### src/rtl/seq_pkg.sv
// Shared encodings and constants for the zero-run sync link (transmitter and detector).
package seq_pkg;

  typedef enum logic [2:0] {
    ST_IDLE,
    ST_SYNC,
    ST_START,
    ST_DATA,
    ST_STUFF,
    ST_STOP
  } state_e;

  localparam logic SYNC_VAL     = 1'b0;
  localparam logic MARK         = 1'b1;
  localparam int   DEF_SYNC_LEN = 3;

endpackage

### src/rtl/seq_bit_tick.sv
// Bit-period divider: a one-cycle tick every CLK_DIV cycles, realigned by restart_i.
module seq_bit_tick #(
  parameter int CLK_DIV = 1
) (
  input  logic clk,
  input  logic rst,
  input  logic restart_i,
  output logic tick_o
);

  localparam int CW = (CLK_DIV > 1) ? $clog2(CLK_DIV) : 1;
  localparam logic [CW-1:0] RELOAD = CW'(CLK_DIV - 1);

  logic [CW-1:0] cnt_q, cnt_d;

  // Restart loads a full period so the first bit after acceptance lasts CLK_DIV cycles.
  always_comb begin
    tick_o = (cnt_q == '0);
    cnt_d  = cnt_q - 1'b1;
    if (restart_i || tick_o) cnt_d = RELOAD;
  end

  always_ff @(posedge clk) begin
    if (!rst) cnt_q <= '0;
    else      cnt_q <= cnt_d;
  end

endmodule

### src/rtl/seq_frame_tx.sv
// Zero-run sync framing transmitter: sync zeros, start bit, zero-stuffed MSB-first payload, stop bit.
module seq_frame_tx
  import seq_pkg::*;
#(
  parameter int DATA_W   = 8,
  parameter int SYNC_LEN = DEF_SYNC_LEN,
  parameter int CLK_DIV  = 1
) (
  input  logic              clk,
  input  logic              rst,
  input  logic [DATA_W-1:0] data_in,
  input  logic              valid,
  output logic              ready,
  output logic              dout,
  output logic              dout_en,
  output logic              busy,
  output logic              frame_done
);

  localparam int RW = $clog2(SYNC_LEN + 1);
  localparam int BW = $clog2(DATA_W + 1);
  localparam logic [RW-1:0] RUN_LIM  = RW'(SYNC_LEN - 1);
  localparam logic [BW-1:0] NBITS    = BW'(DATA_W);
  localparam logic [BW-1:0] LAST_BIT = BW'(1);

  state_e            state_q, state_d;
  logic [DATA_W-1:0] sr_q, sr_d;
  logic [RW-1:0]     sync_q, sync_d;
  logic [RW-1:0]     run_q, run_d;
  logic [BW-1:0]     bits_q, bits_d;
  logic              dout_q, dout_d;
  logic              done_q, done_d;
  logic              restart, tick;

  seq_bit_tick #(.CLK_DIV(CLK_DIV)) u_tick (
    .clk       (clk),
    .rst       (rst),
    .restart_i (restart),
    .tick_o    (tick)
  );

  always_comb begin
    state_d = state_q;
    sr_d    = sr_q;
    sync_d  = sync_q;
    run_d   = run_q;
    bits_d  = bits_q;
    done_d  = 1'b0;
    restart = 1'b0;
    unique case (state_q)
      ST_IDLE: if (valid) begin
        sr_d    = data_in;
        sync_d  = '0;
        restart = 1'b1;
        state_d = ST_SYNC;
      end
      ST_SYNC: if (tick) begin
        if (sync_q == RUN_LIM) state_d = ST_START;
        else                   sync_d  = sync_q + 1'b1;
      end
      ST_START: if (tick) begin
        run_d   = '0;
        bits_d  = NBITS;
        state_d = ST_DATA;
      end
      ST_DATA: if (tick) begin
        sr_d   = sr_q << 1;
        bits_d = bits_q - 1'b1;
        run_d  = sr_q[DATA_W-1] ? '0 : run_q + 1'b1;
        // The final payload bit is never stuffed: the stop bit breaks the run.
        if (bits_q == LAST_BIT)     state_d = ST_STOP;
        else if (run_d == RUN_LIM)  state_d = ST_STUFF;
      end
      ST_STUFF: if (tick) begin
        run_d   = '0;
        state_d = ST_DATA;
      end
      ST_STOP: if (tick) begin
        done_d  = 1'b1;
        state_d = ST_IDLE;
      end
      default: state_d = ST_IDLE;
    endcase

    // dout is registered alongside state, so it is derived from the next state.
    unique case (state_d)
      ST_SYNC: dout_d = SYNC_VAL;
      ST_DATA: dout_d = sr_d[DATA_W-1];
      default: dout_d = MARK;
    endcase
  end

  always_ff @(posedge clk) begin
    if (!rst) begin
      state_q <= ST_IDLE;
      sr_q    <= '0;
      sync_q  <= '0;
      run_q   <= '0;
      bits_q  <= '0;
      dout_q  <= MARK;
      done_q  <= 1'b0;
    end else begin
      state_q <= state_d;
      sr_q    <= sr_d;
      sync_q  <= sync_d;
      run_q   <= run_d;
      bits_q  <= bits_d;
      dout_q  <= dout_d;
      done_q  <= done_d;
    end
  end

  assign ready      = (state_q == ST_IDLE);
  assign busy       = (state_q != ST_IDLE);
  assign dout_en    = (state_q != ST_IDLE);
  assign dout       = dout_q;
  assign frame_done = done_q;

endmodule

### config.mk
export PLATFORM = sky130hd
export DESIGN_NAME = seq_frame_tx
export DESIGN_NICKNAME = d
export VERILOG_FILES = /design/src/rtl/seq_pkg.sv /design/src/rtl/seq_bit_tick.sv /design/src/rtl/seq_frame_tx.sv
export SDC_FILE = /design/constraint.sdc
export NUM_CORES = 1
export LEC_CHECK = 0
export CAP_MARGIN = 20
export CORE_MARGIN = 2
export CORE_UTILIZATION = 35
export CTS_BUF_LIST = sky130_fd_sc_hd__clkbuf_4 sky130_fd_sc_hd__clkbuf_8 sky130_fd_sc_hd__clkbuf_16
export DETAILED_ROUTE_END_ITERATION = 10
export PLACE_DENSITY_LB_ADDON = 0.12
export SYNTH_ARGS = -nofsm -noshare
export SYNTH_HDL_FRONTEND = slang
export SYNTH_SLANG_ARGS = --single-unit
export TNS_END_PERCENT = 50
### constraint.sdc
create_clock -name clk -period 2.96 [get_ports clk]
set_input_delay 0.296 -clock clk [delete_from_list [all_inputs] [get_ports clk]]
set_output_delay 0.296 -clock clk [all_outputs]
set_load 0.01 [all_outputs]
=== After elaboration in Yosys (flattened, before gate mapping) ===
Index checks and enable logic that the tools add are counted.
Widths: inputs -> output; s select.

* Register bits after elaboration: 22
* Bits of input ports: 11
* Output and inout port bits: 5
* Logic and storage cells: 72

* Eq/ne operators: 16
* Add/sub/neg operators: 4
* Mux-type cells: 27
* Bitwise logic cells: 2
* Reduce and logical (&&, ||, !) cells: 14

{| class="wikitable"
|+ Operator list
! kind !! number
|-
| $mux 3 || 8
|-
| $mux 8 || 2
|-
| $pmux 8 s2 || 1
|-
| $pmux 3 s5 || 1
|-
| $mux 2 || 6
|-
| $ne 2x2->1 const B || 6
|-
| $eq 3x2->1 const B || 3
|-
| $reduce_and 3->1 || 3
|-
| $mux 4 || 2
|-
| $pmux 2 s2 || 2
|-
| $pmux 4 s2 || 1
|-
| $reduce_bool 2->1 || 4
|-
| $eq 3x1->1 const B || 2
|-
| $eq 3x3->1 const B || 2
|-
| $add 2x1->2 const B || 2
|-
| $eq 2x2->1 const B || 2
|-
| $eq 4x1->1 const B || 1
|-
| $reduce_and 4->1 || 1
|-
| $reduce_or 2->1 || 2
|-
| $sub 4x1->4 const B || 1
|-
| $logic_not 3->1 || 1
|-
| $mux 1 || 3
|-
| $reduce_bool 3->1 || 1
|-
| $not 1->1 || 2
|-
| 4 further kinds || 4
|}

=== Longest topological paths before layout ===
Gate-level depths: netlist (run 1).

* Word-level depth: 9
* Gate-level depth with buffers: 6
* Mapped depth without buffers: 6

=== Modules after synthesis ===
From an unflattened synthesis (run 1), not the netlist that was laid out.

* Cell total of the unflattened synthesis: 125
* Area total of the unflattened synthesis: 1139.8 sq um

{| class="wikitable"
|+ By module, submodules not included
! module !! cells an instance !! area each (sq um) !! times used
|-
| seq_frame_tx || 122 || 1112.3 || 1
|-
| seq_bit_tick || 3 || 27.5 || 1
|}

=== Worst setup path after synthesis (run 1) ===
No wires, ideal clock.

* Path kind: flip-flop to flip-flop
* From: reg sync_q[0]
* To: reg sync_q[0]
* Setup time: 115 ps
* Arrival time: 1356 ps
* Buffers on the path: 0
* Stages on the path, launching flop included: 6
* Path slack: 1489 ps
* Cell sequence: dfxtp_1 -> inv_1 -> ha_1 -> nor4b_2 -> mux2_2 -> and2_1

* Word-level cells in the longest chain between the ends: 4
* Elaborated cells between the ends (all ways): 7

{| class="wikitable"
|+ RTL lines
! element !! line !! source
|-
| start, declared || seq_frame_tx.sv:28 || <nowiki>logic [RW-1:0] sync_q, sync_d;</nowiki>
|-
| start signal, assigned || seq_frame_tx.sv:105 || <nowiki>sync_q <= sync_d;</nowiki>
|-
| $add 2x1->2 || seq_frame_tx.sv:59 || <nowiki>else sync_d = sync_q + 1'b1;</nowiki>
|-
| $mux 2 || seq_frame_tx.sv:58 || <nowiki>if (sync_q == RUN_LIM) state_d = ST_START;</nowiki>
|-
| $mux 2 || seq_frame_tx.sv:57 || <nowiki>ST_SYNC: if (tick) begin</nowiki>
|-
| $pmux 2 s2 || seq_frame_tx.sv:50 || <nowiki>unique case (state_q)</nowiki>
|}

Several ways; a longest one is shown, not always the timed one. The select of a mux whose other input is x is not followed.
A chain may end at the register's enable or synchronous reset.

=== Final worst setup path (run 1) ===
* From: reg state_q[2]
* To: out ready

* Word-level cells in the longest chain between the ends: 1

{| class="wikitable"
|+ RTL lines
! element !! line !! source
|-
| start, declared || seq_frame_tx.sv:26 || <nowiki>state_e state_q, state_d;</nowiki>
|-
| start signal, assigned || seq_frame_tx.sv:103 || <nowiki>state_q <= state_d;</nowiki>
|-
| $logic_not 3->1 || seq_frame_tx.sv:113 || <nowiki>assign ready = (state_q == ST_IDLE);</nowiki>
|-
| end, declared || seq_frame_tx.sv:13 || <nowiki>output logic ready,</nowiki>
|}

No other way between the ends.

==> metrics.csv, run 1 <==
stage;metric;value;unit
worst_setup_path;crit path cell chain;or3_1 > inv_1 > clkdlybuf4s50_1;
worst_setup_path;maximum cell stage delay along the critical path;520;ps
status;status;finished clean;
layout;Net count, final;160;
global_routing;number of antenna violations at the first check in global routing;0;
yosys;Cell Area, Synth;0.00115;mm^2
floorplanning;number of core rows;20;
yosys;count of flip-flops with a built-in enable after synthesis;0;
layout;area growth from synthesis to final layout;17.6;%
hold_path;Hold Startpoint;sr_q[2]$_SDFFE_PN0P_;
layout;commonest cells after routing, fill and taps aside;sky130_fd_sc_hd__dfxtp_1, sky130_fd_sc_hd__nand2_1, sky130_fd_sc_hd__clkdlybuf4s50_1, sky130_fd_sc_hd__a21boi_1;
global_routing;aggregate global-route resource usage;0.138;
worst_setup_path;endpoint of the worst register-to-register path;dout$_SDFF_PN1_;
yosys;Gate Count Post-Synth;134;
floorplanning;effective utilization at floorplan;0.371;
sta;part of the cycle the worst path needs;0.709;
floorplanning;die area;0.00376;mm^2
sta;Max Slew Vio Count;0;
yosys;total nets after synthesis;148;
sta;unrepaired setup endpoints after global routing;false;
sta;final-report setup violation count;0;
drt;DRT iter0 DRCs;41;
floorplanning;area inside the core boundary;0.00310;mm^2
clocking;CTS tree;built;
job;Max Cap Violations;0;
hold_path;endpoint with the worst hold slack;sr_q[2]$_SDFFE_PN0P_;
worst_setup_path;minimum setup slack among reg-to-reg paths;1010;ps
drt;detailed-route vias per instance;5.01;
clocking;clock-pin slew on the worst setup and hold paths;110;ps
clocking;number of cells upsized or downsized after cts;0;
worst_setup_path;kind of end point of the critical path;output port;
worst_setup_path;number of cells on the worst reg-to-reg path;4;
floorplanning;die extent in x;61.4;um
yosys;multiplexer share of the synthesized area;0.0185;
yosys;Synth cell types;40;
clocking;clock buffer count from CTS;3;
worst_setup_path;WP data arrival;1800;ps
global_routing;maximum number of pins on one net before global-route repair;20;
drt;Pre-antenna DRT Iters;3;
hold_path;worst hold path stage count;2;
place;global placement routability congestion;0.721;
place;number of cells after detailed placement;185;
power_and_ir_drop;power per standard cell area;408;mW/mm^2
floorplanning;Die Y;61.4;um
clocking;clock sink count;22;
drt;number of vias after detailed routing;947;
place;count of buffers from port buffering;15;
yosys;combinational family with the most area after synthesis;simple AND/OR/NAND/NOR gates;
power_and_ir_drop;Leakage;0.000515;uW
yosys;flops & latches, synth;22;
place;HPWL after detailed placement;1680;um
drt;Routed Antenna Nets;0;
sta;total negative slack for setup checks;0;ps
global_routing;via count of the first global-routing pass;914;
power_and_ir_drop;Worst IR Drop VDD;0.231;mV
clocking;CTS H-Tree Depth;1;
layout;antenna fix cells;0;
yosys;synthesis warning total;0;
worst_setup_path;cell with the largest stage delay on the worst path;sky130_fd_sc_hd__clkdlybuf4s50_1;
yosys;proportion of synthesized flip-flops having asynchronous set or reset;0;
clocking;clock root buffer;sky130_fd_sc_hd__clkbuf_4;
drt;Routed WL per cell;12.2;um
worst_setup_path;Setup CP Type;flip-flop to output port;
hold_path;class of the most critical hold timing path;flip-flop to flip-flop;
drt;remaining routing DRC violations;0;
yosys;Synth Area in Compound Gates;0.214;
yosys;simple-gate share of the synthesized area;0.283;
clocking;post-CTS setup buffers;0;
yosys;register area share after synthesis;0.383;
yosys;xor/xnor cell area share of the yosys netlist;0;
sta;Clock Skews;1.40;ps
yosys;synthesized-area fraction occupied by adder cells;0.0326;
layout;post-route standard cell area excluding fillers;0.00135;mm^2
worst_setup_path;Reg-to-Reg Start;state_q[1]$_SDFF_PN0_;
layout;most common cell after layout, fill and taps aside;sky130_fd_sc_hd__dfxtp_1;
place;post-place instance area;0.00132;mm^2
worst_setup_path;data required time at the worst endpoint;2660;ps
layout;fill count;330;
sta;final hold vios;0;
clocking;total of hold buffers inserted after clock tree synthesis;0;
clocking;clk buf depth;2;
yosys;top flip-flop cell by instance count after synthesis;sky130_fd_sc_hd__dfxtp_1;
clocking;clock network latency to the later pin of the worst-skew pair;300;ps
global_routing;remaining global-route overflow;0;
floorplanning;number of top-level pins;16;
layout;non-filler cells in the finished layout;189;
drt;final wirelength;2300;um
global_routing;wire length of the first global-routing pass;3870;um
yosys;mean instance size in the synthesized netlist;8.59;um^2
worst_setup_path;maximum net fanout on the critical path;15;
sta;min Tclk post-route;2100;ps
sta;f_max;0.477;GHz
worst_setup_path;element type at the critical path start;flip-flop;
layout;share of cells above drive strength 1;0.0759;
-- worst max-delay path by stage --
stage / from / end / slack [ps]
after floorplan: sync_q[0]$_SDFFE_PN0P_ / sync_q[0]$_SDFFE_PN0P_ / 1490
after global placement: valid / dout$_SDFF_PN1_ / 1040
after detailed placement: state_q[1]$_SDFF_PN0_ / dout$_SDFF_PN1_ / 980
after CTS: state_q[2]$_SDFF_PN0_ / ready / 840
after global routing: state_q[2]$_SDFF_PN0_ / ready / 740
final: state_q[2]$_SDFF_PN0_ / ready / 860
-- per-layer routing --
layer  vias up  wire [um]  GRT usage
met4         0         19     0.0365
met2         7       1170      0.260
met5         -          0          0
met3         2         53     0.0315
li1        491          -          -
met1       447       1050      0.156
-- cells by family (layout without fill, tap and decap cells) --
group | Yosys count | count (layout)
mux | 2 | 2
fa+ha+maj | 3 | 3
buf+inv | 16 | 27
other cells | 1 | 1
simple gates | 55 | 55
flops | 22 | 22
compound gates | 35 | 35
-- critical path: cells and delay by family (launching register included) --
kind          cells  cell delay [ps]
simple gates      1              450
flops             1              460
buf+inv           2              580
-- area by class of cell --
class	count	area [um^2]	share of cell area
Tap cell	44	55.1	0.0407
Timing Repair Buffer	17	165	0.122
Inverter	6	22.5	0.0166
Clock buffer	4	36.3	0.0268
Sequential cell	22	440	0.325
Multi-Input combinational cell	96	634	0.469
-- metrics by stage --
stage	power (uW)	worst slack, ps	util	hold WS [ps]
after floorplan	369	1490	-	435
after global placement	399	1040	0.425	455
after detailed placement	400	985	0.425	451
after CTS	565	839	0.436	468
after global routing	584	743	0.436	489
final	552	862	0.436	464
-- cell usage after synthesis (2+ instances only) --
| cell | n | share of area |
|---|---|---|
| sky130_fd_sc_hd__nor2b_1 | 6 | 0.033 |
| sky130_fd_sc_hd__buf_2 | 4 | 0.017 |
| sky130_fd_sc_hd__a22oi_1 | 7 | 0.046 |
| sky130_fd_sc_hd__o21ai_0 | 4 | 0.017 |
| sky130_fd_sc_hd__and2_1 | 3 | 0.016 |
| sky130_fd_sc_hd__nand2b_1 | 4 | 0.022 |
| sky130_fd_sc_hd__buf_4 | 3 | 0.020 |
| sky130_fd_sc_hd__nor3b_1 | 2 | 0.013 |
| sky130_fd_sc_hd__or3_1 | 2 | 0.011 |
| sky130_fd_sc_hd__inv_1 | 5 | 0.016 |
| sky130_fd_sc_hd__nor3_1 | 4 | 0.017 |
| sky130_fd_sc_hd__a21oi_1 | 6 | 0.026 |
| sky130_fd_sc_hd__dfxtp_1 | 22 | 0.38 |
| sky130_fd_sc_hd__clkbuf_1 | 2 | 0.0065 |
| sky130_fd_sc_hd__nand2_1 | 15 | 0.049 |
| sky130_fd_sc_hd__nor4_1 | 2 | 0.011 |
| sky130_fd_sc_hd__a21o_1 | 2 | 0.013 |
| sky130_fd_sc_hd__a211o_1 | 2 | 0.015 |
| sky130_fd_sc_hd__nor2_1 | 7 | 0.023 |
| sky130_fd_sc_hd__ha_1 | 3 | 0.033 |
| sky130_fd_sc_hd__nor4b_2 | 2 | 0.026 |
| sky130_fd_sc_hd__or3b_1 | 2 | 0.015 |
| sky130_fd_sc_hd__a21boi_1 | 8 | 0.052 |
-- registers in the layout, indices dropped and copies added (netlist names) --
register	flops
sync_q	2
bits_q	4
u_tick.cnt_q	1
sr_q	8
state_q	3
run_q	2
dout	1
frame_done	1
-- power breakdown --
group          internal [uW]  leakage, uW  switching, uW
logic                   43.7     0.000315           31.4
registers                307     0.000180           10.3
clock network           74.9    0.0000210           85.3
total                    425     0.000515            127
Note: power is estimated with default switching activity, not from simulation.
==> run 2, diff against run 1 <==
==> constraint.sdc (replaced) <==
create_clock -name clk -period 1.8 [get_ports clk]
set_input_delay 0.18 -clock clk [delete_from_list [all_inputs] [get_ports clk]]
set_output_delay 0.18 -clock clk [all_outputs]
set_load 0.01 [all_outputs]
==> run 2 against run 1 <==
  * Hold slack is essentially flat
  * Worst setup slack worse by 810 ps
  * Clock power rose by 140%
  * Largest cell class unchanged
  * Combinational power rose by 84%
  * Die area is the same
  * Clock-buffer cell count decreased by 1
  * Final cell count rose by 4.8%
  * Core utilization increased by 3.0 points
  * Via count grew 4.5%
==> metrics.csv, run 2 (synthesized netlist as in run 1, its figures left out) <==
stage;metric;value;unit
status;status;finished clean;
global_routing;maximum number of pins on one net before global-route repair;19;
sta;f_max;0.572;GHz
power_and_ir_drop;proportion of power drawn by combinational gates;0.134;
power_and_ir_drop;power share of the sequential group;0.497;
drt;detailed-route vias per instance;5.00;
floorplanning;number of top-level pins;16;
clocking;clock network latency to the later pin of the worst-skew pair;320;ps
worst_setup_path;element type at the critical path start;flip-flop;
sta;final hold vios;0;
global_routing;wire length of the first global-routing pass;4300;um
floorplanning;number of core rows;20;
worst_setup_path;maximum net fanout on the critical path;3;
sta;Clock Skews;8.76;ps
floorplanning;die area;0.00376;mm^2
place;dpl ws;66.9;ps
power_and_ir_drop;Worst IR Drop VDD;0.617;mV
worst_setup_path;minimum setup slack among reg-to-reg paths;170;ps
power_and_ir_drop;relative contribution of the clock network to total power;0.370;
drt;final wirelength;2500;um
sta;part of the cycle the worst path needs;0.971;
drt;remaining routing DRC violations;0;
place;post-place instance area;0.00137;mm^2
drt;number of vias after detailed routing;990;
sta;setup slack after layout;52.6;ps
layout;most common cell after layout, fill and taps aside;sky130_fd_sc_hd__dfxtp_1;
global_routing;remaining global-route overflow;0;
layout;fill count;320;
sta;total negative slack for setup checks;0;ps
drt;Routed Antenna Nets;0;
floorplanning;Die Y;61.4;um
layout;area growth from synthesis to final layout;25.8;%
layout;antenna fix cells;0;
power_and_ir_drop;net switching power of the design;230;uW
layout;register name with the most flops;sr_q;
worst_setup_path;WP data arrival;1570;ps
layout;final core area utilization;0.467;
clocking;clock buffer count from CTS;3;
drt;DRT iter0 DRCs;31;
sta;final hold slack;464;ps
drt;Routed WL per cell;12.6;um
place;global placement routability congestion;0.839;
floorplanning;effective utilization at floorplan;0.371;
place;HPWL after detailed placement;1800;um
layout;number of flip-flops in the largest register;8;
layout;register area;449;um^2
layout;post-route standard cell area excluding fillers;0.00145;mm^2
clocking;CTS tree;built;
worst_setup_path;kind of end point of the critical path;output port;
power_and_ir_drop;internal cell power;807;uW
floorplanning;area inside the core boundary;0.00310;mm^2
hold_path;Hold Startpoint;sr_q[3]$_SDFFE_PN0P_;
global_routing;number of antenna violations at the first check in global routing;0;
drt;Pre-antenna DRT Iters;4;
clocking;clock root buffer;sky130_fd_sc_hd__clkbuf_4;
global_routing;aggregate global-route resource usage;0.154;
layout;commonest cells after routing, fill and taps aside;sky130_fd_sc_hd__dfxtp_1, sky130_fd_sc_hd__nand2_1, sky130_fd_sc_hd__clkdlybuf4s50_1, sky130_fd_sc_hd__buf_4, sky130_fd_sc_hd__a21boi_1;
layout;largest registers;sr_q (8), bits_q (4), state_q (3);
hold_path;class of the most critical hold timing path;flip-flop to flip-flop;
layout;Net count, final;169;
clocking;CTS H-Tree Depth;1;
power_and_ir_drop;Leakage;0.000584;uW
worst_setup_path;Reg-to-Reg Start;state_q[1]$_SDFF_PN0_;
layout;share of cells above drive strength 1;0.149;
job;Max Cap Violations;0;
layout;total area of multi-input combinational cells;634;um^2
place;count of buffers from port buffering;15;
sta;final-report setup violation count;0;
worst_setup_path;Setup CP Type;flip-flop to output port;
sta;min Tclk post-route;1750;ps
sta;Max Slew Vio Count;0;
power_and_ir_drop;Sw Share;0.222;
worst_setup_path;CP endpoint;dout_en;
power_and_ir_drop;power per standard cell area;716;mW/mm^2
floorplanning;die extent in x;61.4;um
clocking;clock sink count;22;
clocking;clk buf depth;2;
worst_setup_path;worst setup path start;state_q[2]$_SDFF_PN0_;
clocking;total of hold buffers inserted after clock tree synthesis;0;
clocking;clock-pin slew on the worst setup and hold paths;130;ps
sta;unrepaired setup endpoints after global routing;false;
worst_setup_path;number of cells on the worst reg-to-reg path;5;
worst_setup_path;endpoint of the worst register-to-register path;sync_q[0]$_SDFFE_PN0P_;
global_routing;via count of the first global-routing pass;992;
worst_setup_path;data required time at the worst endpoint;1620;ps
==> run 2: critical path, cell delays in order, from the launching register on <==
cell and delay [ps]:
sky130_fd_sc_hd__dfxtp_4 370, sky130_fd_sc_hd__or3_1 400, sky130_fd_sc_hd__clkdlybuf4s50_1 490
==> run 2: timing repair <==
action                     in CTS  in global routing
setup endpoints to repair       3                  2
cloned                          0                  0
resized for setup               6                  1
buffers inserted                2                  0
==> run 2: layer usage <==
metal	vias to the layer above	track usage	wire length, um
met4	0	0.0547	32
met5	-	0	0
li1	509	-	-
met3	4	0.0315	48
met1	469	0.180	1100
met2	8	0.277	1310
==> run 2: worst min path at each step <==
stage	endpoint	slack, ps	cells after the start
2_1_floorplan	sr_q[0]$_SDFFE_PN0P_	360	2
3_3_place_gp	sr_q[5]$_SDFFE_PN0P_	440	2
3_5_place_dp	sr_q[5]$_SDFFE_PN0P_	450	2
4_1_cts	sr_q[3]$_SDFFE_PN0P_	470	2
5_1_grt	state_q[1]$_SDFF_PN0_	470	3
6_report	sr_q[3]$_SDFFE_PN0P_	460	2
==> run 2: through the flow <==
stage	std cells	power, uW
global placement	192	668
global route	198	1090
CTS	198	1050
floorplan	134	607
detailed placement	192	671
finish	198	1040
==> run 2: layout make-up <==
class	count	area share
multi-input combinational	96	0.438
sequential	22	0.310
inverter	6	0.0156
clock buffer	3	0.0156
clock inverter	1	0.0207
tap	44	0.0380
timing repair buffer	26	0.162
==> run 2: power by group through the flow <==
stage,combinational (uW),clock [uW],sequential [uW]
after floorplan,83.9,0,523
after global placement,139,0,529
after detailed placement,142,0,529
after CTS,141,398,515
after global routing,153,422,518
final,138,384,515
